File: src/rtl/sram_arbiter_if.sv
// -----------------------------------------------------------------------------
// sram_arbiter_if
// Bundles the requester-side and SRAM-side signals of sram_arbiter.
//   Fetch port : if_ce_i, if_addr_i -> if_data_o, if_ready_o
//   Data port  : mem_ce_i, mem_we_i, mem_addr_i, mem_data_i, mem_sel_i
//                -> mem_data_o, mem_ready_o
//   Control    : stallreq_o (stall request towards the pipeline controller)
//   SRAM       : sram_addr_o, sram_wdata_o, sram_ce_n_o, sram_oe_n_o,
//                sram_we_n_o, sram_be_n_o (all strobes active-low) and
//                sram_rdata_i
// Modport slave is the arbiter; modport master is the pipeline plus the SRAM.
// -----------------------------------------------------------------------------
interface sram_arbiter_if #(
    parameter int SRAM_AW = 20
);
    logic               if_ce_i;
    logic [31:0]        if_addr_i;
    logic [31:0]        if_data_o;
    logic               if_ready_o;

    logic               mem_ce_i;
    logic               mem_we_i;
    logic [31:0]        mem_addr_i;
    logic [31:0]        mem_data_i;
    logic [3:0]         mem_sel_i;
    logic [31:0]        mem_data_o;
    logic               mem_ready_o;

    logic               stallreq_o;

    logic [SRAM_AW-1:0] sram_addr_o;
    logic [31:0]        sram_wdata_o;
    logic [31:0]        sram_rdata_i;
    logic               sram_ce_n_o;
    logic               sram_oe_n_o;
    logic               sram_we_n_o;
    logic [3:0]         sram_be_n_o;

    modport slave (
        input  if_ce_i, if_addr_i,
        output if_data_o, if_ready_o,
        input  mem_ce_i, mem_we_i, mem_addr_i, mem_data_i, mem_sel_i,
        output mem_data_o, mem_ready_o,
        output stallreq_o,
        output sram_addr_o, sram_wdata_o,
        input  sram_rdata_i,
        output sram_ce_n_o, sram_oe_n_o, sram_we_n_o, sram_be_n_o
    );

    modport master (
        output if_ce_i, if_addr_i,
        input  if_data_o, if_ready_o,
        output mem_ce_i, mem_we_i, mem_addr_i, mem_data_i, mem_sel_i,
        input  mem_data_o, mem_ready_o,
        input  stallreq_o,
        input  sram_addr_o, sram_wdata_o,
        output sram_rdata_i,
        input  sram_ce_n_o, sram_oe_n_o, sram_we_n_o, sram_be_n_o
    );
endinterface

File: src/rtl/sram_arbiter.sv
// -----------------------------------------------------------------------------
// sram_arbiter
// Shares one asynchronous SRAM between the instruction-fetch port and the data
// port. Each access occupies the ACCESS state for WAIT_CYCLES+1 cycles, then
// the owner gets its read data and a one-cycle ready pulse. The data port wins
// when both request in the same cycle.
// Ports:
//   clk  : clock
//   rst  : asynchronous reset, active-low
//   bus  : sram_arbiter_if.slave (requester ports, stall request, SRAM pins)
// All SRAM pins, ready pulses and read-data outputs are registered; only
// stallreq_o is combinational.
// SRAM_AW must not exceed 29 (word address taken from addr[SRAM_AW+1:2]).
// -----------------------------------------------------------------------------
module sram_arbiter #(
    parameter int WAIT_CYCLES = 1,
    parameter int SRAM_AW     = 20
) (
    input  logic            clk,
    input  logic            rst,
    sram_arbiter_if.slave   bus
);

    localparam int             CW      = (WAIT_CYCLES < 2) ? 1 : $clog2(WAIT_CYCLES + 1);
    localparam logic [CW-1:0]  LP_WAIT = CW'(WAIT_CYCLES);
    localparam logic           OWN_IF  = 1'b0;
    localparam logic           OWN_MEM = 1'b1;

    typedef enum logic [0:0] {
        ST_IDLE   = 1'b0,
        ST_ACCESS = 1'b1
    } state_t;

    // FSM and captured request
    state_t             r_state;
    logic [CW-1:0]      r_cnt;
    logic               r_owner;
    logic               r_we;
    logic [SRAM_AW-1:0] r_addr;
    logic [31:0]        r_wdata;
    logic [3:0]         r_sel_be_n;

    // registered outputs
    logic [31:0]        r_if_data;
    logic [31:0]        r_mem_data;
    logic               r_if_ready;
    logic               r_mem_ready;
    logic               r_ce_n;
    logic               r_oe_n;
    logic               r_we_n;
    logic [3:0]         r_be_n;

    // next-state values
    state_t             w_nxt_state;
    logic [CW-1:0]      w_nxt_cnt;
    logic               w_nxt_owner;
    logic               w_nxt_we;
    logic [SRAM_AW-1:0] w_nxt_addr;
    logic [31:0]        w_nxt_wdata;
    logic [3:0]         w_nxt_sel_be_n;
    logic               w_done;

    // next output values
    logic [31:0]        w_nxt_if_data;
    logic [31:0]        w_nxt_mem_data;
    logic               w_nxt_if_ready;
    logic               w_nxt_mem_ready;
    logic               w_nxt_ce_n;
    logic               w_nxt_oe_n;
    logic               w_nxt_we_n;
    logic [3:0]         w_nxt_be_n;

    logic               w_idle_free;
    logic               w_grant_mem;
    logic               w_grant_if;
    logic               w_unused_addr;

    // A ready pulse in flight blocks granting, so the requester that is just
    // being answered cannot be served a second time off the same request.
    assign w_idle_free = (r_state == ST_IDLE) && !r_if_ready && !r_mem_ready;
    assign w_grant_mem = w_idle_free && bus.mem_ce_i;
    assign w_grant_if  = w_idle_free && !bus.mem_ce_i && bus.if_ce_i;

    // Byte-offset and high address bits do not reach the SRAM.
    assign w_unused_addr = ^{bus.if_addr_i[31:SRAM_AW+2],  bus.if_addr_i[1:0],
                             bus.mem_addr_i[31:SRAM_AW+2], bus.mem_addr_i[1:0]};

    // State register and captured request
    always_ff @(posedge clk or negedge rst) begin
        if (!rst) begin
            r_state    <= ST_IDLE;
            r_cnt      <= '0;
            r_owner    <= OWN_IF;
            r_we       <= 1'b0;
            r_addr     <= '0;
            r_wdata    <= 32'h0000_0000;
            r_sel_be_n <= 4'b1111;
        end else begin
            r_state    <= w_nxt_state;
            r_cnt      <= w_nxt_cnt;
            r_owner    <= w_nxt_owner;
            r_we       <= w_nxt_we;
            r_addr     <= w_nxt_addr;
            r_wdata    <= w_nxt_wdata;
            r_sel_be_n <= w_nxt_sel_be_n;
        end
    end

    // Next-state logic: grant in IDLE, count wait states in ACCESS
    always_comb begin
        w_nxt_state    = r_state;
        w_nxt_cnt      = r_cnt;
        w_nxt_owner    = r_owner;
        w_nxt_we       = r_we;
        w_nxt_addr     = r_addr;
        w_nxt_wdata    = r_wdata;
        w_nxt_sel_be_n = r_sel_be_n;
        w_done         = 1'b0;
        case (r_state)
            ST_IDLE: begin
                if (w_grant_mem) begin
                    w_nxt_state    = ST_ACCESS;
                    w_nxt_cnt      = '0;
                    w_nxt_owner    = OWN_MEM;
                    w_nxt_we       = bus.mem_we_i;
                    w_nxt_addr     = bus.mem_addr_i[SRAM_AW+1:2];
                    w_nxt_wdata    = bus.mem_data_i;
                    w_nxt_sel_be_n = ~bus.mem_sel_i;
                end else if (w_grant_if) begin
                    w_nxt_state    = ST_ACCESS;
                    w_nxt_cnt      = '0;
                    w_nxt_owner    = OWN_IF;
                    w_nxt_we       = 1'b0;
                    w_nxt_addr     = bus.if_addr_i[SRAM_AW+1:2];
                    w_nxt_sel_be_n = 4'b0000;
                end else begin
                    w_nxt_state    = ST_IDLE;
                end
            end
            ST_ACCESS: begin
                if (r_cnt == LP_WAIT) begin
                    w_done      = 1'b1;
                    w_nxt_state = ST_IDLE;
                    w_nxt_cnt   = '0;
                end else begin
                    w_nxt_cnt   = r_cnt + CW'(1'b1);
                end
            end
            default: begin
                w_nxt_state = ST_IDLE;
                w_nxt_cnt   = '0;
            end
        endcase
    end

    // Output logic: strobes follow the next state so the registered pins line
    // up with the cycles spent in ACCESS
    always_comb begin
        w_nxt_ce_n      = 1'b1;
        w_nxt_oe_n      = 1'b1;
        w_nxt_we_n      = 1'b1;
        w_nxt_be_n      = 4'b1111;
        w_nxt_if_ready  = 1'b0;
        w_nxt_mem_ready = 1'b0;
        w_nxt_if_data   = r_if_data;
        w_nxt_mem_data  = r_mem_data;
        if (w_nxt_state == ST_ACCESS) begin
            w_nxt_ce_n = 1'b0;
            if (w_nxt_we) begin
                w_nxt_be_n = w_nxt_sel_be_n;
                // release WE one cycle early to give the SRAM hold time
                w_nxt_we_n = (w_nxt_cnt < LP_WAIT) ? 1'b0 : 1'b1;
            end else begin
                w_nxt_oe_n = 1'b0;
                w_nxt_be_n = 4'b0000;
            end
        end else begin
            w_nxt_ce_n = 1'b1;
        end
        if (w_done) begin
            if (r_owner == OWN_MEM) begin
                w_nxt_mem_ready = 1'b1;
                w_nxt_mem_data  = r_we ? r_mem_data : bus.sram_rdata_i;
            end else begin
                w_nxt_if_ready  = 1'b1;
                w_nxt_if_data   = r_we ? r_if_data : bus.sram_rdata_i;
            end
        end else begin
            w_nxt_if_ready  = 1'b0;
            w_nxt_mem_ready = 1'b0;
        end
    end

    // Output registers
    always_ff @(posedge clk or negedge rst) begin
        if (!rst) begin
            r_if_data   <= 32'h0000_0000;
            r_mem_data  <= 32'h0000_0000;
            r_if_ready  <= 1'b0;
            r_mem_ready <= 1'b0;
            r_ce_n      <= 1'b1;
            r_oe_n      <= 1'b1;
            r_we_n      <= 1'b1;
            r_be_n      <= 4'b1111;
        end else begin
            r_if_data   <= w_nxt_if_data;
            r_mem_data  <= w_nxt_mem_data;
            r_if_ready  <= w_nxt_if_ready;
            r_mem_ready <= w_nxt_mem_ready;
            r_ce_n      <= w_nxt_ce_n;
            r_oe_n      <= w_nxt_oe_n;
            r_we_n      <= w_nxt_we_n;
            r_be_n      <= w_nxt_be_n;
        end
    end

    assign bus.if_data_o    = r_if_data;
    assign bus.if_ready_o   = r_if_ready;
    assign bus.mem_data_o   = r_mem_data;
    assign bus.mem_ready_o  = r_mem_ready;
    assign bus.sram_addr_o  = r_addr;
    assign bus.sram_wdata_o = r_wdata;
    assign bus.sram_ce_n_o  = r_ce_n;
    assign bus.sram_oe_n_o  = r_oe_n;
    assign bus.sram_we_n_o  = r_we_n;
    assign bus.sram_be_n_o  = r_be_n;

    // A requester stalls the pipeline until the cycle its ready pulse shows.
    assign bus.stallreq_o = (bus.if_ce_i  & ~r_if_ready) |
                            (bus.mem_ce_i & ~r_mem_ready);

endmodule
File: src/flat_wrapper.sv
// flat-port wrapper written by rule: the top's interface ports become plain ports
module sram_arbiter_flat 
#(
    parameter int WAIT_CYCLES = 1,
    parameter int SRAM_AW     = 20
)
  (clk, rst, bus_if_ce_i, bus_if_addr_i, bus_if_data_o, bus_if_ready_o, bus_mem_ce_i, bus_mem_we_i, bus_mem_addr_i, bus_mem_data_i, bus_mem_sel_i, bus_mem_data_o, bus_mem_ready_o, bus_stallreq_o, bus_sram_addr_o, bus_sram_wdata_o, bus_sram_rdata_i, bus_sram_ce_n_o, bus_sram_oe_n_o, bus_sram_we_n_o, bus_sram_be_n_o);
  sram_arbiter_if #(.SRAM_AW(SRAM_AW)) bus_i ();
  input  logic clk;
  input  logic rst;
  input wire logic [$bits(bus_i.if_ce_i)-1:0] bus_if_ce_i;
  input wire logic [$bits(bus_i.if_addr_i)-1:0] bus_if_addr_i;
  output wire logic [$bits(bus_i.if_data_o)-1:0] bus_if_data_o;
  output wire logic [$bits(bus_i.if_ready_o)-1:0] bus_if_ready_o;
  input wire logic [$bits(bus_i.mem_ce_i)-1:0] bus_mem_ce_i;
  input wire logic [$bits(bus_i.mem_we_i)-1:0] bus_mem_we_i;
  input wire logic [$bits(bus_i.mem_addr_i)-1:0] bus_mem_addr_i;
  input wire logic [$bits(bus_i.mem_data_i)-1:0] bus_mem_data_i;
  input wire logic [$bits(bus_i.mem_sel_i)-1:0] bus_mem_sel_i;
  output wire logic [$bits(bus_i.mem_data_o)-1:0] bus_mem_data_o;
  output wire logic [$bits(bus_i.mem_ready_o)-1:0] bus_mem_ready_o;
  output wire logic [$bits(bus_i.stallreq_o)-1:0] bus_stallreq_o;
  output wire logic [$bits(bus_i.sram_addr_o)-1:0] bus_sram_addr_o;
  output wire logic [$bits(bus_i.sram_wdata_o)-1:0] bus_sram_wdata_o;
  input wire logic [$bits(bus_i.sram_rdata_i)-1:0] bus_sram_rdata_i;
  output wire logic [$bits(bus_i.sram_ce_n_o)-1:0] bus_sram_ce_n_o;
  output wire logic [$bits(bus_i.sram_oe_n_o)-1:0] bus_sram_oe_n_o;
  output wire logic [$bits(bus_i.sram_we_n_o)-1:0] bus_sram_we_n_o;
  output wire logic [$bits(bus_i.sram_be_n_o)-1:0] bus_sram_be_n_o;
  assign bus_i.if_ce_i = bus_if_ce_i;
  assign bus_i.if_addr_i = bus_if_addr_i;
  assign bus_if_data_o = bus_i.if_data_o;
  assign bus_if_ready_o = bus_i.if_ready_o;
  assign bus_i.mem_ce_i = bus_mem_ce_i;
  assign bus_i.mem_we_i = bus_mem_we_i;
  assign bus_i.mem_addr_i = bus_mem_addr_i;
  assign bus_i.mem_data_i = bus_mem_data_i;
  assign bus_i.mem_sel_i = bus_mem_sel_i;
  assign bus_mem_data_o = bus_i.mem_data_o;
  assign bus_mem_ready_o = bus_i.mem_ready_o;
  assign bus_stallreq_o = bus_i.stallreq_o;
  assign bus_sram_addr_o = bus_i.sram_addr_o;
  assign bus_sram_wdata_o = bus_i.sram_wdata_o;
  assign bus_i.sram_rdata_i = bus_sram_rdata_i;
  assign bus_sram_ce_n_o = bus_i.sram_ce_n_o;
  assign bus_sram_oe_n_o = bus_i.sram_oe_n_o;
  assign bus_sram_we_n_o = bus_i.sram_we_n_o;
  assign bus_sram_be_n_o = bus_i.sram_be_n_o;
  sram_arbiter #(.WAIT_CYCLES(WAIT_CYCLES), .SRAM_AW(SRAM_AW)) u_core (.clk(clk), .rst(rst), .bus(bus_i));
endmodule
File: config.mk
export PLATFORM = sky130hd
export DESIGN_NAME = sram_arbiter_flat
export DESIGN_NICKNAME = d
export VERILOG_FILES = /design/src/rtl/sram_arbiter_if.sv /design/src/rtl/sram_arbiter.sv /design/src/flat_wrapper.sv
export SDC_FILE = /design/constraint.sdc
export NUM_CORES = 1
export LEC_CHECK = 0
export BUFFER_PORTS_ARGS = -buffer_cell sky130_fd_sc_hd__clkbuf_2
export CORE_MARGIN = 5
export CORE_UTILIZATION = 45
export DETAILED_ROUTE_END_ITERATION = 8
export MAX_ROUTING_LAYER = met4
export PLACE_DENSITY_LB_ADDON = 0.15
export SETUP_SLACK_MARGIN = 0.15
export SYNTH_ARGS = -nofsm -noshare
export SYNTH_HDL_FRONTEND = slang
export SYNTH_SLANG_ARGS = --single-unit
File: constraint.sdc
create_clock -name clk -period 1.6 [get_ports clk]
set_input_delay 0.08 -clock clk [delete_from_list [all_inputs] [get_ports clk]]
set_output_delay 0.08 -clock clk [all_outputs]
set_load 0.01 [all_outputs]
* After elaboration in Yosys (flattened, before gate mapping)
Cells that the tools add are included.
Cells by class: add/subtract/negate cells 1, magnitude comparators 1, mux-type cells 32, bitwise logic cells 9, reductions and logical operators 13
Operators with widths (number):
- 20-bit two-way mux | 2
- 1-bit two-way mux | 23
- 4-bit two-way mux | 5
- 3-bit AND reduction | 2
- 1-bit logical AND | 5
- 1-bit inverter | 5
- 4-bit inverter | 1
- 1-bit one-hot mux with 2 select lines | 2
- 2-bit AND reduction | 2
- 1-bit logical NOT | 3
- 1-bit bitwise AND | 2
- 2-bit nonzero test | 1
- 1-bit adder, second input constant | 1
- 1-bit less-than comparator, second input constant | 1
- 1-bit OR | 1
Storage, ports and cells: register bits 133, output and inout port bits 126, logic and storage cells 71

* Logic depth before layout (Yosys ltp)
word-level depth 12, depth in mapped cells 6

* Worst setup path after synthesis
No wires, ideal clock.
kind register -> register, start register u_core.r_if_ready (netlist: u_core.bus.if_ready_o), end register u_core.r_wdata[11] (netlist: u_core.bus.sram_wdata_o[11]), data arrival time 1.355 ns, setup slack 0.129 ns, stages on the path, launching flop included 6, buffers on the path 2, cell sequence dfrtp_1 or4b_1 buf_6 clkbuf_8 nand2_1 nand2_1
Between the ends: word-level cells in the longest chain between the ends 5
Ends and longest elaborated chain:
- start: declaration | line sram_arbiter.sv:46 | logic r_if_ready;
- start signal: assignment | line sram_arbiter.sv:208 | r_if_ready <= w_nxt_if_ready;
- 1-bit logical NOT | line sram_arbiter.sv:80 | assign w_idle_free = (r_state == ST_IDLE) && !r_if_ready && !r_mem_ready;
- 1-bit logical AND (2 in series) | line sram_arbiter.sv:80
- 1-bit logical AND | line sram_arbiter.sv:81 | assign w_grant_mem = w_idle_free && bus.mem_ce_i;
- 2-bit AND reduction (no source line)
- end signal: assignment | line sram_arbiter.sv:104 | r_wdata <= w_nxt_wdata;
- end: declaration | line sram_arbiter.sv:40 | logic [31:0] r_wdata;
No other way between the ends. A chain may end at the register's enable or synchronous reset.

* Final worst setup path
start register u_core.r_state, end register u_core.r_be_n[0] (netlist: u_core.bus.sram_be_n_o[0])
Between the ends: word-level cells in the longest chain between the ends 10, elaborated cells on any way between the ends 17, those cells by class mux: 11; bitwise: 1; reduce/logical: 5
Ends and longest elaborated chain:
- start: declaration | line sram_arbiter.sv:35 | state_t r_state;
- start signal: assignment | line sram_arbiter.sv:99 | r_state <= w_nxt_state;
- 1-bit inverter (no source line)
- 1-bit logical AND (2 in series) | line sram_arbiter.sv:80
- 1-bit logical AND (2 in series) | line sram_arbiter.sv:82 | assign w_grant_if = w_idle_free && !bus.mem_ce_i && bus.if_ce_i;
- 4-bit two-way mux / 1-bit two-way mux (equally long branches) | line sram_arbiter.sv:129 | end else if (w_grant_if) begin
- 4-bit two-way mux / 1-bit two-way mux (equally long branches) | line sram_arbiter.sv:121 | if (w_grant_mem) begin
- 4-bit two-way mux / 1-bit two-way mux (equally long branches) | line sram_arbiter.sv:119 | case (r_state)
- 4-bit two-way mux | line sram_arbiter.sv:169 | if (w_nxt_we) begin
- 4-bit two-way mux (*) | line sram_arbiter.sv:167 | if (w_nxt_state == ST_ACCESS) begin
- named net u_core.w_nxt_be_n[0] | line sram_arbiter.sv:71 | logic [3:0] w_nxt_be_n;
- end signal: assignment | line sram_arbiter.sv:213 | r_be_n <= w_nxt_be_n;
- end: declaration | line sram_arbiter.sv:51 | logic [3:0] r_be_n;
Mark *: on every way through the listed nets, which the timed path passes. The rest lies on a longest branch.

==> out/qor.txt <==
Starting Density -> 45.4%
Leak -> 4.28 nW
die width -> 117 um
Pwr per Cell Area -> 1960 nW/um^2
crit path capture type -> flip-flop
failing checks -> hold timing
Clock Skew -> 0.00638 ns
I/O pins -> 263
outcome -> finished with violations
cell at the slowest stage of the critical path -> or4b_4
Mean Syn Cell Area -> 12.3 sq um
via count -> 4547
global-route usage over all layers -> 22.6%
Slew headroom -> 58.4%
Final nets -> 919
synthesized flop and latch total -> 133
Power Total -> 16.5 mW
post-synthesis cell count -> 417
Buf+Inv Stages, Crit Path -> 1
register clock-pin slew on the reported worst setup and hold paths -> 0.05 ns
die area -> 13600 sq um
Worst Tran Pin Value -> 0.623 ns
critical path required time -> 1.93 ns
Residual DRC -> 0
Largest delay share family, worst path -> simple AND/OR/NAND/NOR gates
fmax -> 0.664 GHz
DRT Pass-1 Iters -> 5
Final setup viols -> 0
pin count of the biggest net entering global routing -> 49
final WL -> 15.5 mm
max incr delay on CP -> 0.56 ns
maximum vdd drop -> 1.23 mV
Max H-tree Level -> 4
post-synth cell types -> 28
Num CTS Buffers -> 17
routability cong. -> 0.783
core area -> 11300 sq um
CTS root buf -> clkbuf_16
Critical Path Start Type -> flip-flop
layout cells sized above 1 -> 47.8%
CP Cell Sequence -> or4b_4 > buf_12 > nor2_4 > a31oi_1 > o21ai_1
final hold vios -> 1
vias in the first global route -> 4837
Seq/Total Area, Yosys -> 65.3%
DP Wirelength -> 9.36 mm
placed insts -> 789
Hold WC Path Type -> input pin to flip-flop
PortBufs -> 238
WP data arrival -> 1.84 ns
vias per inst -> 4.84
minimum clock period -> 1.51 ns
Site Rows -> 39
global-route wire length before repair -> 23.2 mm
Max Root-Sink Buffers -> 2
Warnings, synthesis -> 0
Critical Setup Path Class -> flip-flop to flip-flop
worst-path maximum fanout -> 14
final cell count without fillers -> 939
net count after synthesis -> 554
setup_tns -> 0 ns
Placed Area -> 6580 sq um
global route overflow -> 0
Pins Over Slew Limit -> 0
antenna violations before repair -> 1
RSZ-0062 raised after global routing -> true
chip height -> 117 um
Final ANT Viol Nets -> 0
Final period util -> 94.1%
Layout area overhead -> 64.8%
average wire per cell in the routed design -> 16.5 um
Clock Latency Late Sink -> 0.40 ns
# clock sinks -> 133
initial DRC count -> 280
Post-Syn Area -> 5120 sq um
final hold slack -> -0.00361 ns
fin area -> 8430 sq um
max_cap viols -> 0
CTS tree -> built
state kept, by name (all words and copies together), names as in the netlist:
| name | count |
|---|---|
| u_core.r_state | 1 |
| u_core.bus.sram_we_n_o | 1 |
| u_core.bus.sram_oe_n_o | 1 |
| u_core.r_sel_be_n | 4 |
| u_core.bus.sram_be_n_o | 4 |
| u_core.r_owner | 1 |
| u_core.bus.sram_addr_o | 20 |
| u_core.bus.sram_ce_n_o | 1 |
| u_core.r_we | 1 |
| u_core.bus.sram_wdata_o | 32 |
| u_core.bus.mem_ready_o | 1 |
| u_core.bus.if_ready_o | 1 |
| u_core.bus.mem_data_o | 32 |
| u_core.bus.if_data_o | 32 |
| u_core.r_cnt | 1 |
cells by family after synthesis:
kind of cell           synth area share (%)
AND/OR/NAND/NOR                        11.1
multiplexers                           14.1
buffers and inverters                  3.25
AO/OA/AOI/OAI                          6.23
flip-flops                             65.3
repair_timing:
item	in CTS	in global routing
hold buffers	104	0
setup buffers	3	2
endpoints found under the hold margin	247	0
cloned	2	6
resized for setup	10	18
setup endpoints to repair	114	115
pin swaps	2	3
cell usage after synthesis:
master    count  area [sq um]
nor2_1        2          7.51
a21oi_1       2          10.0
nor3_2        1          10.0
dfstp_2      11           289
buf_6         3          33.8
nor3_1        1          5.00
o21ai_0      18          90.1
or4b_1        1          10.0
buf_2         8          40.0
o21ai_1       6          30.0
and2_1        1          6.26
a22oi_1       1          7.51
nor2_4        4          45.0
a31oi_1       3          18.8
and3_1        1          6.26
a21o_1        3          22.5
buf_4         5          37.5
inv_1         5          18.8
mux2_2       62           698
clkbuf_8      1          13.8
mux2_1        2          22.5
nand3b_1      1          7.51
dfrtp_1     122          3050
clkbuf_1      6          22.5
or2b_1        1          7.51
nand2_1     124           465
o21ai_2       1          8.76
o22ai_1      21           131
layout by cell type, fill, tap and decap left out, types with 2 or more instances in the layout:
cell | Yosys | final
dfrtp_1 | 122 | 120
dlygate4sd3_1 | 0 | 104
clkbuf_16 | 0 | 21
nor2_4 | 4 | 4
nand2_1 | 124 | 121
o21ai_2 | 1 | 2
o21ai_0 | 18 | 5
mux2_1 | 2 | 2
o21ai_1 | 6 | 18
dfstp_2 | 11 | 11
o22ai_1 | 21 | 21
nand2_2 | 0 | 3
buf_4 | 5 | 7
inv_1 | 5 | 5
buf_6 | 3 | 3
clkinv_2 | 0 | 4
clkbuf_2 | 0 | 237
nor3_4 | 0 | 2
buf_8 | 0 | 2
buf_12 | 0 | 10
clkbuf_1 | 6 | 6
mux2_2 | 62 | 62
clkbuf_8 | 1 | 4
a31oi_1 | 3 | 3
dfrtp_2 | 0 | 2
a21o_1 | 3 | 3
nor2_1 | 2 | 2
final cells by class:
type,instances,area [sq um]
clock inverter,5,50.0
inverter,5,18.8
clock buffer,27,503
sequential,133,3340
antenna,1,2.50
multi-input combinational,257,1670
fill,749,2840
timing repair buffer,368,2670
tap,143,179
metal layers:
metal / vias to the layer above / track usage, % / part of all wire [%]
met5: - / - / 0
met4: 0 / 9.86 / 2.6
li1: 2141 / - / -
met2: 177 / 37.9 / 52
met1: 2192 / 26.3 / 39
met3: 37 / 4.87 / 6.4
worst register-to-register path: stages (launching register included):
cell,delay [ns]
dfrtp_2,0.44
or4b_4,0.56
buf_12,0.18
nor2_4,0.09
a31oi_1,0.05
o21ai_1,0.12
final timing paths:
check / start / endpoint / slack [ns] / cells past startpoint
worst max-delay path: u_core.r_state / u_core.bus.sram_be_n_o[0] / 0.09 / 5
worst min-delay path: bus_if_addr_i[15] / u_core.bus.sram_addr_o[13] / -0.004 / 3
worst max register to register: u_core.r_state / u_core.bus.sram_be_n_o[0] / 0.09 / 5
worst min register to register: u_core.bus.sram_wdata_o[27] / u_core.bus.sram_wdata_o[27] / 0.48 / 2
max in group asynchronous: rst / u_core.r_sel_be_n[2] / 0.84 / 3
min in group asynchronous: rst / u_core.bus.mem_data_o[26] / 0.11 / 2
where the power goes:
| group | switching (mW) | total [mW] | internal [mW] |
|---|---|---|---|
| Combinational | 3.49 | 6.87 | 3.37 |
| Clock | 1.31 | 3.60 | 2.29 |
| Sequential | 0.916 | 6.05 | 5.14 |
| Total | 5.72 | 16.5 | 10.8 |
per-stage QoR:
step,setup WS (ns),utilization (%)
2_1_floorplan,0.129,-
3_5_place_dp,0.0155,58.4
3_3_place_gp,0.0722,58.4
4_1_cts,0.0992,73.3
5_1_grt,0.0403,74.8
6_report,0.0943,74.8
(Power assumes the default switching activity.)
